### src/rtl/debounce4_if.sv
// Pin-side bundle for the four-channel debouncer: raw levels in, clean levels and
// edge pulses out. The master drives the raw pins; the slave is the debouncer.
interface debounce4_if;
   logic x0, x1, x2, x3;
   logic z0, z1, z2, z3;
   logic r0, r1, r2, r3;
   logic f0, f1, f2, f3;

   modport master (
      output x0, x1, x2, x3,
      input  z0, z1, z2, z3,
      input  r0, r1, r2, r3,
      input  f0, f1, f2, f3
   );

   modport slave (
      input  x0, x1, x2, x3,
      output z0, z1, z2, z3,
      output r0, r1, r2, r3,
      output f0, f1, f2, f3
   );
endinterface

### src/rtl/debounce4.sv
// Four independent channels, each: two-flop synchronizer, a mismatch counter that
// promotes the synchronized level to the stable level after DEBOUNCE_CYCLES
// consecutive mismatching cycles, and registered one-cycle rise/fall pulses.
module debounce4 #(
   parameter int unsigned DEBOUNCE_CYCLES = 120000,
   parameter int unsigned CNT_W           = 17
) (
   input logic        clk,
   input logic        rst,
   debounce4_if.slave bus
);

   // Terminal count: the edge that sees this value with a mismatch commits the level.
   localparam logic [CNT_W-1:0] LP_LAST = CNT_W'(DEBOUNCE_CYCLES - 1);

   logic [3:0]       w_x;
   logic [3:0]       r_s1;
   logic [3:0]       r_s2;
   logic [3:0]       r_z;
   logic [3:0]       r_rise;
   logic [3:0]       r_fall;
   logic [CNT_W-1:0] r_cnt [4];

   assign w_x = {bus.x3, bus.x2, bus.x1, bus.x0};

   // Two-stage synchronizer for the asynchronous pins.
   always_ff @(posedge clk or posedge rst) begin
      if (rst) begin
         r_s1 <= '0;
         r_s2 <= '0;
      end else begin
         r_s1 <= w_x;
         r_s2 <= r_s1;
      end
   end

   // Per-channel debounce: any matching cycle clears the count, so bounce restarts it.
   always_ff @(posedge clk or posedge rst) begin
      if (rst) begin
         r_z    <= '0;
         r_rise <= '0;
         r_fall <= '0;
         for (int i = 0; i < 4; i++) begin
            r_cnt[i] <= '0;
         end
      end else begin
         for (int i = 0; i < 4; i++) begin
            r_rise[i] <= 1'b0;
            r_fall[i] <= 1'b0;
            if (r_s2[i] == r_z[i]) begin
               r_cnt[i] <= '0;
            end else if (r_cnt[i] == LP_LAST) begin
               r_z[i]    <= r_s2[i];
               r_cnt[i]  <= '0;
               r_rise[i] <= r_s2[i];
               r_fall[i] <= ~r_s2[i];
            end else begin
               r_cnt[i] <= r_cnt[i] + 1'b1;
            end
         end
      end
   end

   assign bus.z0 = r_z[0];
   assign bus.z1 = r_z[1];
   assign bus.z2 = r_z[2];
   assign bus.z3 = r_z[3];
   assign bus.r0 = r_rise[0];
   assign bus.r1 = r_rise[1];
   assign bus.r2 = r_rise[2];
   assign bus.r3 = r_rise[3];
   assign bus.f0 = r_fall[0];
   assign bus.f1 = r_fall[1];
   assign bus.f2 = r_fall[2];
   assign bus.f3 = r_fall[3];

endmodule

### src/flat_wrapper.sv
// flat-port wrapper written by rule: the top's interface ports become plain ports
module debounce4_flat 
#(
   parameter int unsigned DEBOUNCE_CYCLES = 120000,
   parameter int unsigned CNT_W           = 17
)
  (clk, rst, bus_x0, bus_x1, bus_x2, bus_x3, bus_z0, bus_z1, bus_z2, bus_z3, bus_r0, bus_r1, bus_r2, bus_r3, bus_f0, bus_f1, bus_f2, bus_f3);
  debounce4_if bus_i ();
  input logic clk;
  input logic rst;
  input wire logic [$bits(bus_i.x0)-1:0] bus_x0;
  input wire logic [$bits(bus_i.x1)-1:0] bus_x1;
  input wire logic [$bits(bus_i.x2)-1:0] bus_x2;
  input wire logic [$bits(bus_i.x3)-1:0] bus_x3;
  output wire logic [$bits(bus_i.z0)-1:0] bus_z0;
  output wire logic [$bits(bus_i.z1)-1:0] bus_z1;
  output wire logic [$bits(bus_i.z2)-1:0] bus_z2;
  output wire logic [$bits(bus_i.z3)-1:0] bus_z3;
  output wire logic [$bits(bus_i.r0)-1:0] bus_r0;
  output wire logic [$bits(bus_i.r1)-1:0] bus_r1;
  output wire logic [$bits(bus_i.r2)-1:0] bus_r2;
  output wire logic [$bits(bus_i.r3)-1:0] bus_r3;
  output wire logic [$bits(bus_i.f0)-1:0] bus_f0;
  output wire logic [$bits(bus_i.f1)-1:0] bus_f1;
  output wire logic [$bits(bus_i.f2)-1:0] bus_f2;
  output wire logic [$bits(bus_i.f3)-1:0] bus_f3;
  assign bus_i.x0 = bus_x0;
  assign bus_i.x1 = bus_x1;
  assign bus_i.x2 = bus_x2;
  assign bus_i.x3 = bus_x3;
  assign bus_z0 = bus_i.z0;
  assign bus_z1 = bus_i.z1;
  assign bus_z2 = bus_i.z2;
  assign bus_z3 = bus_i.z3;
  assign bus_r0 = bus_i.r0;
  assign bus_r1 = bus_i.r1;
  assign bus_r2 = bus_i.r2;
  assign bus_r3 = bus_i.r3;
  assign bus_f0 = bus_i.f0;
  assign bus_f1 = bus_i.f1;
  assign bus_f2 = bus_i.f2;
  assign bus_f3 = bus_i.f3;
  debounce4 #(.DEBOUNCE_CYCLES(DEBOUNCE_CYCLES), .CNT_W(CNT_W)) u_core (.clk(clk), .rst(rst), .bus(bus_i));
endmodule
### config.mk
export PLATFORM = sky130hd
export DESIGN_NAME = debounce4_flat
export DESIGN_NICKNAME = d
export VERILOG_FILES = /design/src/rtl/debounce4_if.sv /design/src/rtl/debounce4.sv /design/src/flat_wrapper.sv
export SDC_FILE = /design/constraint.sdc
export NUM_CORES = 1
export LEC_CHECK = 0
export ABC_AREA = 1
export BUFFER_PORTS_ARGS = -buffer_cell sky130_fd_sc_hd__clkbuf_2
export CORE_MARGIN = 1.5
export CORE_UTILIZATION = 40
export DETAILED_ROUTE_END_ITERATION = 10
export GPL_TIMING_DRIVEN = 0
export HOLD_SLACK_MARGIN = 0.02
export PLACE_DENSITY_LB_ADDON = 0.25
export SETUP_SLACK_MARGIN = 0.5
export SYNTH_ARGS = -nofsm -noshare
export SYNTH_HDL_FRONTEND = slang
export SYNTH_SLANG_ARGS = --single-unit
### constraint.sdc
create_clock -name clk -period 3.55 [get_ports clk]
set_clock_uncertainty 0.15 [all_clocks]
set_input_delay 0.5325 -clock clk [delete_from_list [all_inputs] [get_ports clk]]
set_output_delay 0.5325 -clock clk [all_outputs]
set_load 0.02 [all_outputs]
== Word level (Yosys, flattened, before mapping) ==
Index checks and enable logic that the tools add are counted.

* $add $sub $neg: 4
* Equality and inequality tests: 8
* Multiplexer cells: 24
* Bitwise logic cells: 8
* Reductions and logical operators: 4

{| class="wikitable"
|+ Operators by type and width
! kind !! count
|-
| 17-bit two-way mux || 8
|-
| 17-bit by 1-bit adder with 17-bit output, second input constant || 4
|-
| 17-bit equality test, second input constant || 4
|-
| 1-bit two-way mux || 16
|-
| 1-bit inverter || 8
|-
| 2-bit AND reduction || 4
|-
| 1-bit equality test || 4
|}

* Bits in registers: 88
* Output and inout bits: 12

== Longest topological paths before layout ==
* Word-level depth: 3
* Mapped depth: 9
* Depth with buffers taken out: 9

== Least setup slack after synthesis ==
Ideal clock, no wire load.

* Path type: register -> register
* Start point: register u_core.r_z[3]
* End point: register u_core.r_cnt[10] (netlist bit)
* Setup time: 0.122 ns
* Data arrival time: 1.183 ns
* Data required time: 3.278 ns
* Slack: 2.094 ns
* Cell stages (with the launch flop): 7
* Path buffers: 0
* Period minus slack after synthesis: 1.456 ns
* Cell sequence: dfrtp_1 inv_1 nor2_1 nor2_1 inv_1 nand2_2 nor2_1

* Longest elaborated chain between the ends: 2

{| class="wikitable"
|+ RTL lines
! item !! line !! text
|-
| from (decl) || debounce4.sv:19 || <nowiki>logic [3:0] r_z;</nowiki>
|-
| from (signal, indexed assignment) || debounce4.sv:53 || <nowiki>r_z[i] <= r_s2[i];</nowiki>
|-
| 1-bit equality test || debounce4.sv:50 || <nowiki>if (r_s2[i] == r_z[i]) begin</nowiki>
|-
| 17-bit two-way mux || debounce4.sv:50 ||
|-
| to (signal, indexed assignment) || debounce4.sv:58 || <nowiki>r_cnt[i] <= r_cnt[i] + 1'b1;</nowiki>
|-
| to (decl) || debounce4.sv:22 || <nowiki>logic [CNT_W-1:0] r_cnt [4];</nowiki>
|}

No other way between the ends.
A chain may end at the register's enable or synchronous reset.

== Final worst setup path ==
* Start point: register u_core.r_z[3]
* End point: register u_core.r_cnt[14] (netlist bit)

Same word-level chain as after synthesis.

==> impl_metrics.env <==
export IMPL_drv_slew=0
export IMPL_cpMostUsedCell="nor2_1"
export IMPL_io_pins=18
export IMPL_die_area_sq_um=11900
export IMPL_ant_nets=0
export IMPL_place_gp_congestion=0.860
export IMPL_worstSetupEndpointType="register"
export IMPL_worstMarginPinSlew_ns=0.619
export IMPL_peakVddDrop_mv=0.313
export IMPL_worstPathMaxFanout=10
export IMPL_clk_pin_slew_worst_paths_ns=0.06
export IMPL_cts_tree="yes"
export IMPL_rows=38
export IMPL_synth_top_family_by_area="simple AND/OR/NAND/NOR gates"
export IMPL_ys_warn_count=0
export IMPL_nets=601
export IMPL_layout_cells_non_filler=736
export IMPL_synth_top_area_share_pct=48.8
export IMPL_grt_max_degree=71
export IMPL_vias_per_cell=4.73
export IMPL_fin_setup_tns_ns=0
export IMPL_clock_latency_ns=0.34
export IMPL_drc=0
export IMPL_grt_pass1_vias=3369
export IMPL_mappedNetlistArea_sq_um=4510
export IMPL_cts_sinks=88
export IMPL_avgSynthCellArea_sq_um=8.04
export IMPL_antenna_found_initial=0
export IMPL_cpPeakStageDelay_ns=0.44
export IMPL_muxShareOfSynthArea_pct=0
export IMPL_finalCriticalPeriod_ns=1.70
export IMPL_hpwlAfterDp_mm=6.07
export IMPL_fmax_mhz=588
export IMPL_routedWlPerCell_microns=11.5
export IMPL_seq_area_frac_synth_pct=48.8
export IMPL_synthDistinctLibCells=29
export IMPL_cts_resized=0
export IMPL_fin_hold_ws_ns=0.149
export IMPL_finalHoldViolations=0
export IMPL_power_density_nw_per_um2=404
export IMPL_cts_root_buf="clkbuf_16"
export IMPL_synth_nets=571
export IMPL_grt_setup_unrepaired="no"
export IMPL_critPathKind="register to register"
export IMPL_fillers=1064
export IMPL_chipWidth_microns=109
export IMPL_place_inst=719
export IMPL_synth_compound_area_share_pct=2.11
export IMPL_port_buffers=17
export IMPL_syn2layout_area_growth_pct=13.4
export IMPL_synth_largest_area_cell="dfrtp_1"
export IMPL_grt_overflow=0
export IMPL_drive_gt1_share_pct=12.6
export IMPL_start_util_pct=41.2
export IMPL_synth_seq_cells=88
export IMPL_regArea_sq_um=2200
export IMPL_hp_class="primary input to register"
export IMPL_layout_worst_path_cycle_share_pct=47.9
export IMPL_clock_path_buffers=2
export IMPL_status="complete, no violations"
export IMPL_drtIter0Drc=127
export IMPL_die_height_microns=109
export IMPL_synth_area_leaders="dfrtp_1 (49%), nor2_1 (11%), nand2_1 (10%)"
export IMPL_antennaDiodeCount=0
export IMPL_core_sq_um=10900
export IMPL_syn_instance_count=561
export IMPL_finalSetupViolCount=0
export IMPL_hold_buffers=1
export IMPL_arrival_ns=1.77
export IMPL_cp_slowest_cell="nor2_1"
export IMPL_setup_worst_path_start_class="register"
export IMPL_cts_made_buffers=9
export IMPL_htree_levels=3
export IMPL_synthXorXnorAreaFrac_pct=7.19
export IMPL_routed_wl_mm=8.48
export IMPL_relSlewSlack_pct=58.6
export IMPL_multiInputGateArea_sq_um=2050
export IMPL_synth_simple_area_share_pct=35.0
export IMPL_grtUsageTotal_pct=16.1
export IMPL_crit_chain="inv_1 -> nor2_1 -> nor2_1 -> inv_1 -> nand2_2 -> nor2_1"
export IMPL_vias=3481
export IMPL_drv_cap=0
export IMPL_post_cts_repair_setup_buffers=0
export IMPL_grt_pass1_wl_mm=15.1
export IMPL_drt_pass1_iter_count=4
export IMPL_required_ns=3.62
export IMPL_synthAdderAreaFrac_pct=1.11
export IMPL_power_leakage_nw=2.21
==> layout make-up <==
class | instances | share of cell area [%]
Buffer | 2 | 0.245
Inverter | 66 | 4.89
Tap cell | 140 | 3.43
Multi-Input combinational cell | 405 | 40.0
Sequential cell | 88 | 43.1
Timing Repair Buffer | 19 | 2.40
Clock inverter | 7 | 1.57
Clock buffer | 9 | 4.40
==> cell families (layout without fill, tap and decap cells) <==
kind of cell / Yosys count / count (layout)
AO/OA/AOI/OAI: 17 / 17
buffers and inverters: 68 / 103
adder cells (fa/ha/maj): 4 / 4
XOR/XNOR: 37 / 37
flip-flops: 88 / 88
AND/OR/NAND/NOR: 347 / 347
==> stage by stage <==
| step | total power [W] | setup slack, ns | instance area, sq um | util, % |
|---|---|---|---|---|
| floorplan | 0.00110 | 0.589 | 4510 | - |
| global placement | 0.00111 | -0.483 | 4770 | 43.6 |
| detailed placement | 0.00112 | 1.82 | 4800 | 43.9 |
| CTS | 0.00210 | 1.80 | 5110 | 46.8 |
| global route | 0.00214 | 1.63 | 5110 | 46.8 |
| finish | 0.00206 | 1.85 | 5110 | 46.8 |
==> per-layer routing <==
metal / vias up / share of wire, % / GRT usage [%]
met3: 9 / 3.1 / 3.77
li1: 1798 / - / -
met2: 44 / 47 / 26.5
met5: - / 0 / 0
met4: 0 / 1.0 / 4.32
met1: 1630 / 49 / 21.2
==> final timing paths <==
check                                          start                    endpoint  slack [ns]  cells past startpoint
min                                           bus_x0    u_core.r_s1[0]$_DFF_PP0_        0.15                      1
max                        u_core.r_z[3]$_DFFE_PP0P_  u_core.r_cnt[14]$_DFF_PP0_        1.85                      6
max in group asynchronous                        rst    u_core.r_s1[2]$_DFF_PP0_        2.12                      4
min in group asynchronous                        rst  u_core.r_cnt[50]$_DFF_PP0_        0.53                      3
max reg2reg                u_core.r_z[3]$_DFFE_PP0P_  u_core.r_cnt[14]$_DFF_PP0_        1.85                      6
min reg2reg                 u_core.r_s1[0]$_DFF_PP0_    u_core.r_s2[0]$_DFF_PP0_        0.20                      0
==> power breakdown <==
group          switching [W]   total, W  internal (W)
Combinational      0.0000489  0.0000692     0.0000203
Sequential         0.0000125    0.00103       0.00102
Clock               0.000413   0.000965      0.000552
==> sequential cells by signal (all words and copies together), names as in the netlist <==
signal / flops
u_core.r_s1: 4
u_core.r_z: 4
u_core.r_fall: 4
u_core.r_rise: 4
u_core.r_s2: 4
u_core.r_cnt: 68
==> cell usage after synthesis <==
cell and number:
nor3b_1 2, nor3b_2 1, nand2_2 4, a21oi_1 5, and2_1 4, inv_1 59, nand2_1 120, nor3_2 2
xor2_1 25, nand3_2 8, nor2_4 5, and3_1 1, and2_0 2, ha_1 4, buf_2 1, o21ai_1 3
dfrtp_1 88, nor3_1 14, inv_2 7, nand4_4 1, xnor2_1 12, o21ai_0 5, nand3b_1 3, nor2_2 10
o21bai_1 4, nand3_1 31, nor2_1 131, buf_4 1, nand4_1 8
==> critical path: cells and delay by family, from the launching register on <==
family	cells	cell delay, ns
DFF	1	0.41
and+or+nand+nor	4	0.79
buffers and inverters	2	0.23
==> layout by cell type, fill, tap and decap left out, drive strengths merged <==
| cell | n |
|---|---|
| nor2 | 146 |
| nand2 | 124 |
| dfrtp | 88 |
| inv | 67 |
| nand3 | 39 |
| clkbuf | 26 |
| xor2 | 25 |
| nor3 | 16 |
| xnor2 | 12 |
| nand4 | 9 |
| o21ai | 8 |
| and2 | 6 |
| a21oi | 5 |
| o21bai | 4 |
| ha | 4 |
| nand3b | 3 |
| clkinv | 3 |
| nor3b | 3 |
| buf | 3 |
| clkinvlp | 2 |
| and3 | 1 |
| bufinv | 1 |
| dlygate4sd3 | 1 |
(Power assumes the default switching activity.)
